===== src/rtl/mem_access_pkg.sv =====
// Shared encodings for the MEM-stage access unit: access sizes, FSM states and
// the byte-mask helper used by both the store path and the load aligner.
package mem_access_pkg;

    typedef enum logic [1:0] {
        SIZE_BYTE  = 2'd0,
        SIZE_HALF  = 2'd1,
        SIZE_WORD  = 2'd2,
        SIZE_DWORD = 2'd3
    } size_e;

    typedef enum logic [1:0] {
        IDLE   = 2'd0,
        ACCESS = 2'd1,
        WAIT   = 2'd2,
        RESP   = 2'd3
    } state_e;

    localparam int MAX_RD_LATENCY = 4;

    function automatic logic [63:0] size_mask(input size_e size);
        logic [63:0] mask;
        unique case (size)
            SIZE_BYTE: mask = 64'h0000_0000_0000_00FF;
            SIZE_HALF: mask = 64'h0000_0000_0000_FFFF;
            SIZE_WORD: mask = 64'h0000_0000_FFFF_FFFF;
            default:   mask = 64'hFFFF_FFFF_FFFF_FFFF;
        endcase
        return mask;
    endfunction

endpackage


===== src/rtl/mem_lane_align.sv =====
// Load-data conditioning: shifts the addressed lanes down to bit 0, truncates to
// the access size and sign- or zero-extends the result.
module mem_lane_align
    import mem_access_pkg::*;
#(
    parameter int NB_DATA = 32,
    parameter int NB_OFF  = $clog2(NB_DATA / 8)
) (
    input  size_e                size_i,
    input  logic                 signed_i,
    input  logic [NB_OFF-1:0]    off_i,
    input  logic [NB_DATA-1:0]   raw_i,
    output logic [NB_DATA-1:0]   data_o
);

    logic [NB_DATA-1:0] shifted;
    logic [NB_DATA-1:0] mask;
    logic               msb;

    always_comb begin
        shifted = raw_i >> {off_i, 3'b000};
        mask    = NB_DATA'(size_mask(size_i));
        // Full-width accesses get msb = 0 so the upper fill is never applied.
        unique case (size_i)
            SIZE_BYTE: msb = shifted[7];
            SIZE_HALF: msb = shifted[15];
            SIZE_WORD: msb = (NB_DATA > 32) ? shifted[31] : 1'b0;
            default:   msb = 1'b0;
        endcase
        data_o = (shifted & mask) | ((signed_i && msb) ? ~mask : '0);
    end

endmodule


===== src/rtl/mem_access_unit.sv =====
// MEM-stage request/response engine: one load or store per handshake, lane
// strobes from the low address bits, synchronous BRAM with RD_LATENCY read delay.
module mem_access_unit
    import mem_access_pkg::*;
#(
    parameter int NB_DATA    = 32,
    parameter int NB_ADDR    = 12,
    parameter int RD_LATENCY = 1,
    parameter int NB_STRB    = NB_DATA / 8,
    parameter int NB_OFF     = $clog2(NB_DATA / 8)
) (
    input  logic                      i_clock,
    input  logic                      i_reset_n,
    input  logic                      i_req_valid,
    output logic                      o_req_ready,
    input  logic                      i_req_write,
    input  logic                      i_req_signed,
    input  logic [1:0]                i_req_size,
    input  logic [NB_ADDR-1:0]        i_req_addr,
    input  logic [NB_DATA-1:0]        i_req_wdata,
    output logic                      o_rsp_valid,
    output logic [NB_DATA-1:0]        o_rsp_rdata,
    output logic                      o_rsp_error,
    output logic                      o_mem_en,
    output logic [NB_STRB-1:0]        o_mem_we,
    output logic [NB_ADDR-NB_OFF-1:0] o_mem_addr,
    output logic [NB_DATA-1:0]        o_mem_wdata,
    input  logic [NB_DATA-1:0]        i_mem_rdata
);

    state_e                      state_q, state_d;
    logic                        write_q, write_d;
    logic                        sign_q, sign_d;
    size_e                       size_q, size_d;
    logic [NB_OFF-1:0]           off_q, off_d;
    logic                        err_q, err_d;
    logic [1:0]                  cnt_q, cnt_d;
    logic [NB_DATA-1:0]          rdata_q, rdata_d;
    logic                        mem_en_q, mem_en_d;
    logic [NB_STRB-1:0]          mem_we_q, mem_we_d;
    logic [NB_ADDR-NB_OFF-1:0]   mem_addr_q, mem_addr_d;
    logic [NB_DATA-1:0]          mem_wdata_q, mem_wdata_d;

    size_e                       req_size;
    logic [NB_OFF-1:0]           req_off;
    logic                        req_err;
    logic                        accept;
    logic                        last_wait;
    logic [NB_DATA-1:0]          load_data;

    function automatic logic is_error(input size_e size, input logic [NB_OFF-1:0] off);
        logic err;
        unique case (size)
            SIZE_BYTE: err = 1'b0;
            SIZE_HALF: err = off[0];
            SIZE_WORD: err = |off[1:0];
            default:   err = (NB_DATA == 32) ? 1'b1 : (|off);
        endcase
        return err;
    endfunction

    function automatic logic [NB_STRB-1:0] base_strobe(input size_e size);
        logic [NB_STRB-1:0] strb;
        unique case (size)
            SIZE_BYTE: strb = NB_STRB'(4'b0001);
            SIZE_HALF: strb = NB_STRB'(4'b0011);
            SIZE_WORD: strb = NB_STRB'(4'b1111);
            default:   strb = '1;
        endcase
        return strb;
    endfunction

    always_comb begin
        req_size  = size_e'(i_req_size);
        req_off   = i_req_addr[NB_OFF-1:0];
        req_err   = is_error(req_size, req_off);
        accept    = i_req_valid && (state_q == IDLE);
        last_wait = (cnt_q == 2'(RD_LATENCY - 1));
    end

    mem_lane_align #(
        .NB_DATA (NB_DATA),
        .NB_OFF  (NB_OFF)
    ) u_lane_align (
        .size_i   (size_q),
        .signed_i (sign_q),
        .off_i    (off_q),
        .raw_i    (i_mem_rdata),
        .data_o   (load_data)
    );

    always_comb begin
        state_d     = state_q;
        write_d     = write_q;
        sign_d      = sign_q;
        size_d      = size_q;
        off_d       = off_q;
        err_d       = err_q;
        cnt_d       = cnt_q;
        rdata_d     = rdata_q;
        mem_en_d    = 1'b0;
        mem_we_d    = '0;
        mem_addr_d  = '0;
        mem_wdata_d = '0;

        unique case (state_q)
            IDLE: begin
                if (accept) begin
                    write_d = i_req_write;
                    sign_d  = i_req_signed;
                    size_d  = req_size;
                    off_d   = req_off;
                    err_d   = req_err;
                    rdata_d = '0;
                    state_d = req_err ? RESP : ACCESS;
                    // Memory port registers load here so they are live exactly in ACCESS.
                    if (!req_err) begin
                        mem_en_d   = 1'b1;
                        mem_addr_d = i_req_addr[NB_ADDR-1:NB_OFF];
                        if (i_req_write) begin
                            mem_we_d    = base_strobe(req_size) << req_off;
                            mem_wdata_d = (i_req_wdata & NB_DATA'(size_mask(req_size)))
                                          << {req_off, 3'b000};
                        end
                    end
                end
            end
            ACCESS: begin
                cnt_d   = 2'd0;
                state_d = write_q ? RESP : WAIT;
            end
            WAIT: begin
                if (last_wait) begin
                    rdata_d = load_data;
                    state_d = RESP;
                end else if (cnt_q != 2'd3) begin
                    cnt_d = cnt_q + 2'd1;
                end
            end
            RESP: begin
                state_d = IDLE;
            end
            default: state_d = IDLE;
        endcase
    end

    always_ff @(posedge i_clock or negedge i_reset_n) begin
        if (!i_reset_n) begin
            state_q     <= IDLE;
            write_q     <= 1'b0;
            sign_q      <= 1'b0;
            size_q      <= SIZE_BYTE;
            off_q       <= '0;
            err_q       <= 1'b0;
            cnt_q       <= 2'd0;
            rdata_q     <= '0;
            mem_en_q    <= 1'b0;
            mem_we_q    <= '0;
            mem_addr_q  <= '0;
            mem_wdata_q <= '0;
        end else begin
            state_q     <= state_d;
            write_q     <= write_d;
            sign_q      <= sign_d;
            size_q      <= size_d;
            off_q       <= off_d;
            err_q       <= err_d;
            cnt_q       <= cnt_d;
            rdata_q     <= rdata_d;
            mem_en_q    <= mem_en_d;
            mem_we_q    <= mem_we_d;
            mem_addr_q  <= mem_addr_d;
            mem_wdata_q <= mem_wdata_d;
        end
    end

    always_comb begin
        o_req_ready = (state_q == IDLE);
        o_rsp_valid = (state_q == RESP);
        o_rsp_error = (state_q == RESP) && err_q;
        o_rsp_rdata = (state_q == RESP) ? rdata_q : '0;
        o_mem_en    = mem_en_q;
        o_mem_we    = mem_we_q;
        o_mem_addr  = mem_addr_q;
        o_mem_wdata = mem_wdata_q;
    end

endmodule


===== config.mk =====
export PLATFORM = sky130hd
export DESIGN_NAME = mem_access_unit
export DESIGN_NICKNAME = d
export VERILOG_FILES = /design/src/rtl/mem_access_pkg.sv /design/src/rtl/mem_lane_align.sv /design/src/rtl/mem_access_unit.sv
export SDC_FILE = /design/constraint.sdc
export NUM_CORES = 1
export LEC_CHECK = 0
export CORE_ASPECT_RATIO = 2
export CORE_MARGIN = 3
export CORE_UTILIZATION = 25
export CTS_CLUSTER_SIZE = 20
export DETAILED_ROUTE_END_ITERATION = 16
export GPL_TIMING_DRIVEN = 0
export PLACE_DENSITY = 0.6
export SYNTH_ARGS = -nofsm -noshare
export SYNTH_HDL_FRONTEND = slang
export SYNTH_SLANG_ARGS = --single-unit

===== constraint.sdc =====
create_clock -name i_clock -period 5.9 [get_ports i_clock]
set_clock_uncertainty 0.1 [all_clocks]
set_input_delay 0.59 -clock i_clock [delete_from_list [all_inputs] [get_ports i_clock]]
set_output_delay 0.59 -clock i_clock [all_outputs]
set_load 0.02 [all_outputs]

== Word level (Yosys, flattened, before mapping) ==
Cells that the tools add are included.

* Flip-flop bits (word level): 90
* Bits of input ports: 83
* Output and inout bits: 82
* Logic and storage cells: 86

* $add $sub $neg: 1
* Equality and inequality tests: 12
* Shift-type cells: 3
* Multiplexer cells: 40
* Bitwise gates (word level): 4
* Reduce and logical (&&, ||, !) cells: 14

{| class="wikitable"
|+ Operators with widths
! operator !! count
|-
| two-way mux 32 bit || 12
|-
| case mux 32 bit (3 select lines) || 2
|-
| AND 32 bit || 2
|-
| case mux 32 bit (2 select lines) || 1
|-
| two-way mux 4 bit || 8
|-
| inverter 32 bit || 1
|-
| OR 32 bit || 1
|-
| left shift 32 x 5 -> 32 bit || 1
|-
| >> shifter 32 x 5 -> 32 bit || 1
|-
| two-way mux 10 bit || 3
|-
| two-way mux 2 bit || 5
|-
| equality test 2 bit, second input constant || 4
|-
| zero test 2 bit || 4
|-
| inequality test 2 bit, second input constant || 4
|-
| case mux 2 bit (4 select lines) || 1
|-
| case mux 4 bit (2 select lines) || 1
|-
| equality test 2 x 1 -> 1 bit, second input constant || 3
|-
| AND reduction 3 bit || 2
|-
| two-way mux 1 bit || 4
|-
| case mux 2 bit (2 select lines) || 1
|-
| AND reduction 2 bit || 2
|-
| nonzero test 2 bit || 2
|-
| left shift 4 x 2 -> 4 bit || 1
|-
| logical AND 1 bit || 3
|-
| other kinds (5) || 5
|}

== Longest topological paths before layout ==
* Depth after elaboration: 12
* Gate-level depth with buffers: 7

== Modules after synthesis ==
Synthesis repeated with hierarchy kept, for this count alone.

* Cells, all modules: 476
* Area, all modules: 4917.2 um2

{| class="wikitable"
|+ Modules (own cells, without submodules)
! module !! times used !! cells an instance !! area an instance (um2) !! seq. area each (um2)
|-
| mem_access_unit || 1 || 352 || 4012.6 || 2252.2
|-
| mem_lane_align || 1 || 124 || 904.6 || 0.0
|}

== Least setup slack after synthesis ==
No wires, ideal clock.

* Path kind: register -> register
* From: register state_q[0]
* To: register rdata_q[22]
* Library setup time: 0.126 ns
* Data arrival time: 2.047 ns
* Setup slack: 3.627 ns
* Stages on the path, launching flop included: 8
* Path buffers: 1
* Period minus slack after synthesis: 2.273 ns
* Path through: dfrtp_1 inv_1 ha_1 nor2b_1 nand3b_1 clkbuf_1 nor2_1 a221o_1

* Cells in the longest elaborated chain, start to end: 4

{| class="wikitable"
|+ RTL lines
! what !! line !! RTL
|-
| start: declaration || mem_access_unit.sv:31 || <nowiki>state_e state_q, state_d;</nowiki>
|-
| start signal: assignment || mem_access_unit.sv:162 || <nowiki>state_q <= state_d;</nowiki>
|-
| zero test 2 bit * || -- ||
|-
| via o_req_ready || mem_access_unit.sv:15 || <nowiki>output logic o_req_ready,</nowiki>
|-
| logical AND 1 bit || mem_access_unit.sv:77 || <nowiki>accept = i_req_valid && (state_q == IDLE);</nowiki>
|-
| inequality test 2 x 1 -> 1 bit (no line) || -- ||
|-
| AND reduction 3 bit (no line) || -- ||
|-
| end signal: assignment || mem_access_unit.sv:169 || <nowiki>rdata_q <= rdata_d;</nowiki>
|-
| end: declaration || mem_access_unit.sv:38 || <nowiki>logic [NB_DATA-1:0] rdata_q, rdata_d;</nowiki>
|}

Mark *: on every way through the listed nets, which the timed path passes. The rest lies on a longest branch.
A chain may end at the register's enable or synchronous reset.

== Worst setup path after layout ==
* From: register state_q[0]
* To: output o_rsp_rdata[14]

* Cells in the longest elaborated chain, start to end: 2

{| class="wikitable"
|+ RTL lines
! what !! line !! RTL
|-
| equality test 2 bit || mem_access_unit.sv:181 || <nowiki>o_rsp_rdata = (state_q == RESP) ? rdata_q : '0;</nowiki>
|-
| two-way mux 32 bit || mem_access_unit.sv:181 ||
|-
| end: declaration || mem_access_unit.sv:22 || <nowiki>output logic [NB_DATA-1:0] o_rsp_rdata,</nowiki>
|}

Every way passes these cells.

==> impl_metrics.json <==
{
  "placed_area_sq_mm": 0.00634,
  "nNetsFinal": 683,
  "relSlewSlack": 0.390,
  "drive_gt1_frac": 0.0651,
  "routed-wl-met3_microns": 843,
  "postSynthAreaPerCell_sq_um": 10.6,
  "cap_violations": 0,
  "dr_wl_met2_microns": 9190,
  "final-setup-viol-count": 0,
  "wire_per_inst_microns": 19.8,
  "tritoncts": "done",
  "grt_max_degree": 68,
  "hold_class": "in2async",
  "cts.repair.resized": 0,
  "synth_seq_cells": 90,
  "routed_wl_microns": 16000,
  "crit_chain": "ha_1 > clkbuf_1 > and2_1 > clkdlybuf4s50_1",
  "outcome": "finished clean",
  "cts_buffers": 9,
  "num_vias": 3996,
  "post-route-period-util": 0.530,
  "grt_pass1_wl_microns": 24800,
  "vias_per_cell": 4.94,
  "r2r_cells": 7,
  "path_class": "reg2out",
  "hold_viol_final": 0,
  "clkTransAtPathRegs_ps": 70,
  "p_leak_uw": 0.00282,
  "netlist_area_sq_mm": 0.00441,
  "ys_warn_count": 0,
  "die_w_microns": 99.9,
  "hpwl_microns": 12900,
  "io_pins": 165,
  "yosysSeqAreaShare": 0.511,
  "synth_cells": 418,
  "worstMarginPinSlew_ps": 908,
  "cts_setup_buffers": 0,
  "die_area_sq_mm": 0.0194,
  "drv_slew": 0,
  "clockBufferDepth": 2,
  "grt_pass1_vias": 4393,
  "ctsHtreeMaxLevel": 3,
  "critPathMaxFanout": 10,
  "rsz0062_at_grt": "no",
  "routedLengthMet1_microns": 5470,
  "final_antenna_net_count": 0,
  "portBuffers": 164,
  "setup.worst_path.end_class": "output pin",
  "gp_congestion": 0.839,
  "start_util": 0.255,
  "drc": 0,
  "cp_data_arrival_time_ps": 2440,
  "synthArstFlopShare": 1.00,
  "crit_required_ps": 5210,
  "min_period_ps": 3130,
  "syn_nets": 507,
  "routed.top_layer": "met4",
  "netlist-cell-type-count": 38,
  "cts_sinks": 90,
  "critPathLaunchType": "register",
  "tns_ps": 0,
  "drt_pass1_iterations": 4,
  "yosys_most_used_dff": "dfrtp_1",
  "die_h_microns": 194,
  "cp_slowest_stage_delay_ps": 630,
  "fmax_mhz": 320,
  "cts_hold_buf": 0,
  "cp_slowest_cell": "clkdlybuf4s50_1",
  "synth_edf_count": 0,
  "cts_root_buf": "clkbuf_16",
  "antenna_found_initial": 0,
  "p_per_area_mw_per_mm2": 373,
  "grt_overflow": 0,
  "clock_latency_ps": 340,
  "grt_use_total": 0.168,
  "syn_to_final_growth_pct": 50.9,
  "peakVddDrop_mv": 0.145,
  "coreArea_sq_mm": 0.0173,
  "std_cell_rows": 68,
  "finish.instance_area_sq_mm": 0.00665,
  "fillers": 1719,
  "drt_iter0_markers": 135,
  "diodes": 0
}
## sequential cells by signal, indices dropped and copies added (netlist names)
signal and cells:
cnt_q 2, err_q 1, o_mem_en 1, write_q 1, o_mem_we 4, state_q 2, off_q 2, rdata_q 32
o_mem_addr 10, sign_q 1, size_q 2, o_mem_wdata 32
## metrics by stage
stage / hold slack [ps] / std cells / setup slack (ps) / power (uW) / util
finish: 53.4 / 809 / 2770 / 2480 / 0.385
global route: 61.3 / 809 / 2610 / 2640 / 0.385
CTS: 49.6 / 809 / 2760 / 2510 / 0.385
detailed placement: 370 / 793 / 2920 / 1900 / 0.367
global placement: 366 / 792 / 794 / 1880 / 0.366
floorplan: 194 / 418 / 3630 / 1470 / -
## Yosys cell counts (5+ instances only)
cell / instances / area [sq um]
a211oi_1: 17 / 128
a21oi_1: 26 / 130
a221o_1: 16 / 160
a22o_1: 8 / 70.1
a32oi_1: 8 / 70.1
and2_1: 50 / 313
and3_1: 10 / 62.6
clkbuf_1: 28 / 105
dfrtp_1: 90 / 2250
ha_1: 6 / 75.1
inv_1: 5 / 18.8
mux2_2: 15 / 169
mux2i_1: 18 / 180
nand2_1: 15 / 56.3
nor2_1: 34 / 128
nor2b_1: 11 / 68.8
o21ai_0: 26 / 130
o2bb2ai_1: 8 / 70.1
## layout make-up
class / count / area [sq um] / share of cell area
sequential: 90 / 2250 / 0.338
multi-input combinational: 291 / 2000 / 0.301
timing repair buffer: 165 / 1670 / 0.250
tap: 210 / 263 / 0.0395
clock buffer: 11 / 253 / 0.0380
buffer: 32 / 135 / 0.0203
clock inverter: 5 / 61.3 / 0.00921
inverter: 5 / 18.8 / 0.00282
## critical path: cells and delay by family (launching register included)
kind	cells	cell delay, ps
DFF	1	440
adders and majority gates	1	400
and+or+nand+nor	1	280
buffers and inverters	2	980
## power by group
| part | internal [uW] | total, uW | switching, uW |
|---|---|---|---|
| Clock | 353 | 602 | 249 |
| Combinational | 473 | 1060 | 588 |
| Sequential | 741 | 822 | 80.7 |
## cells by family after synthesis
kind of cell	Yosys count	synth area share
AND/OR/NAND/NOR	132	0.165
AO/OA/AOI/OAI	118	0.187
flip-flops	90	0.511
buffers and inverters	37	0.0349
multiplexers	34	0.0843
adder cells (fa/ha/maj)	6	0.0170
XOR/XNOR	1	0.00199
## layout by cell type (no fill, tap or decap), drive strengths merged, types with 3 or more instances in the layout
cell	Yosys	layout
clkdlybuf4s50	0	163
dfrtp	90	90
and2	50	50
clkbuf	28	39
nor2	34	34
o21ai	27	27
a21oi	26	26
mux2i	18	18
a211oi	17	17
a221o	16	16
nand2	15	15
mux2	15	15
nor2b	11	11
and3	10	10
a32oi	8	8
a22o	8	8
o2bb2ai	8	8
ha	6	6
inv	5	6
buf	4	6
clkinvlp	0	3
## routing by layer
| metal | GRT usage | vias up |
|---|---|---|
| li1 | - | 1856 |
| met1 | 0.169 | 1962 |
| met2 | 0.322 | 156 |
| met3 | 0.0328 | 22 |
| met4 | 0.0755 | 0 |
| met5 | 0 | - |
## final timing paths
path	slack (ps)	endpoint	startpoint
min	50	rdata_q[9]	i_reset_n
max reg2reg	3200	rdata_q[8]	state_q[0]
min in group i_clock	380	err_q	err_q
max in group asynchronous	4990	o_mem_wdata[6]	i_reset_n
max	2770	o_rsp_rdata[14]	state_q[0]
min reg2reg	380	err_q	err_q
No activity file was read; power rests on OpenSTA's default activity.
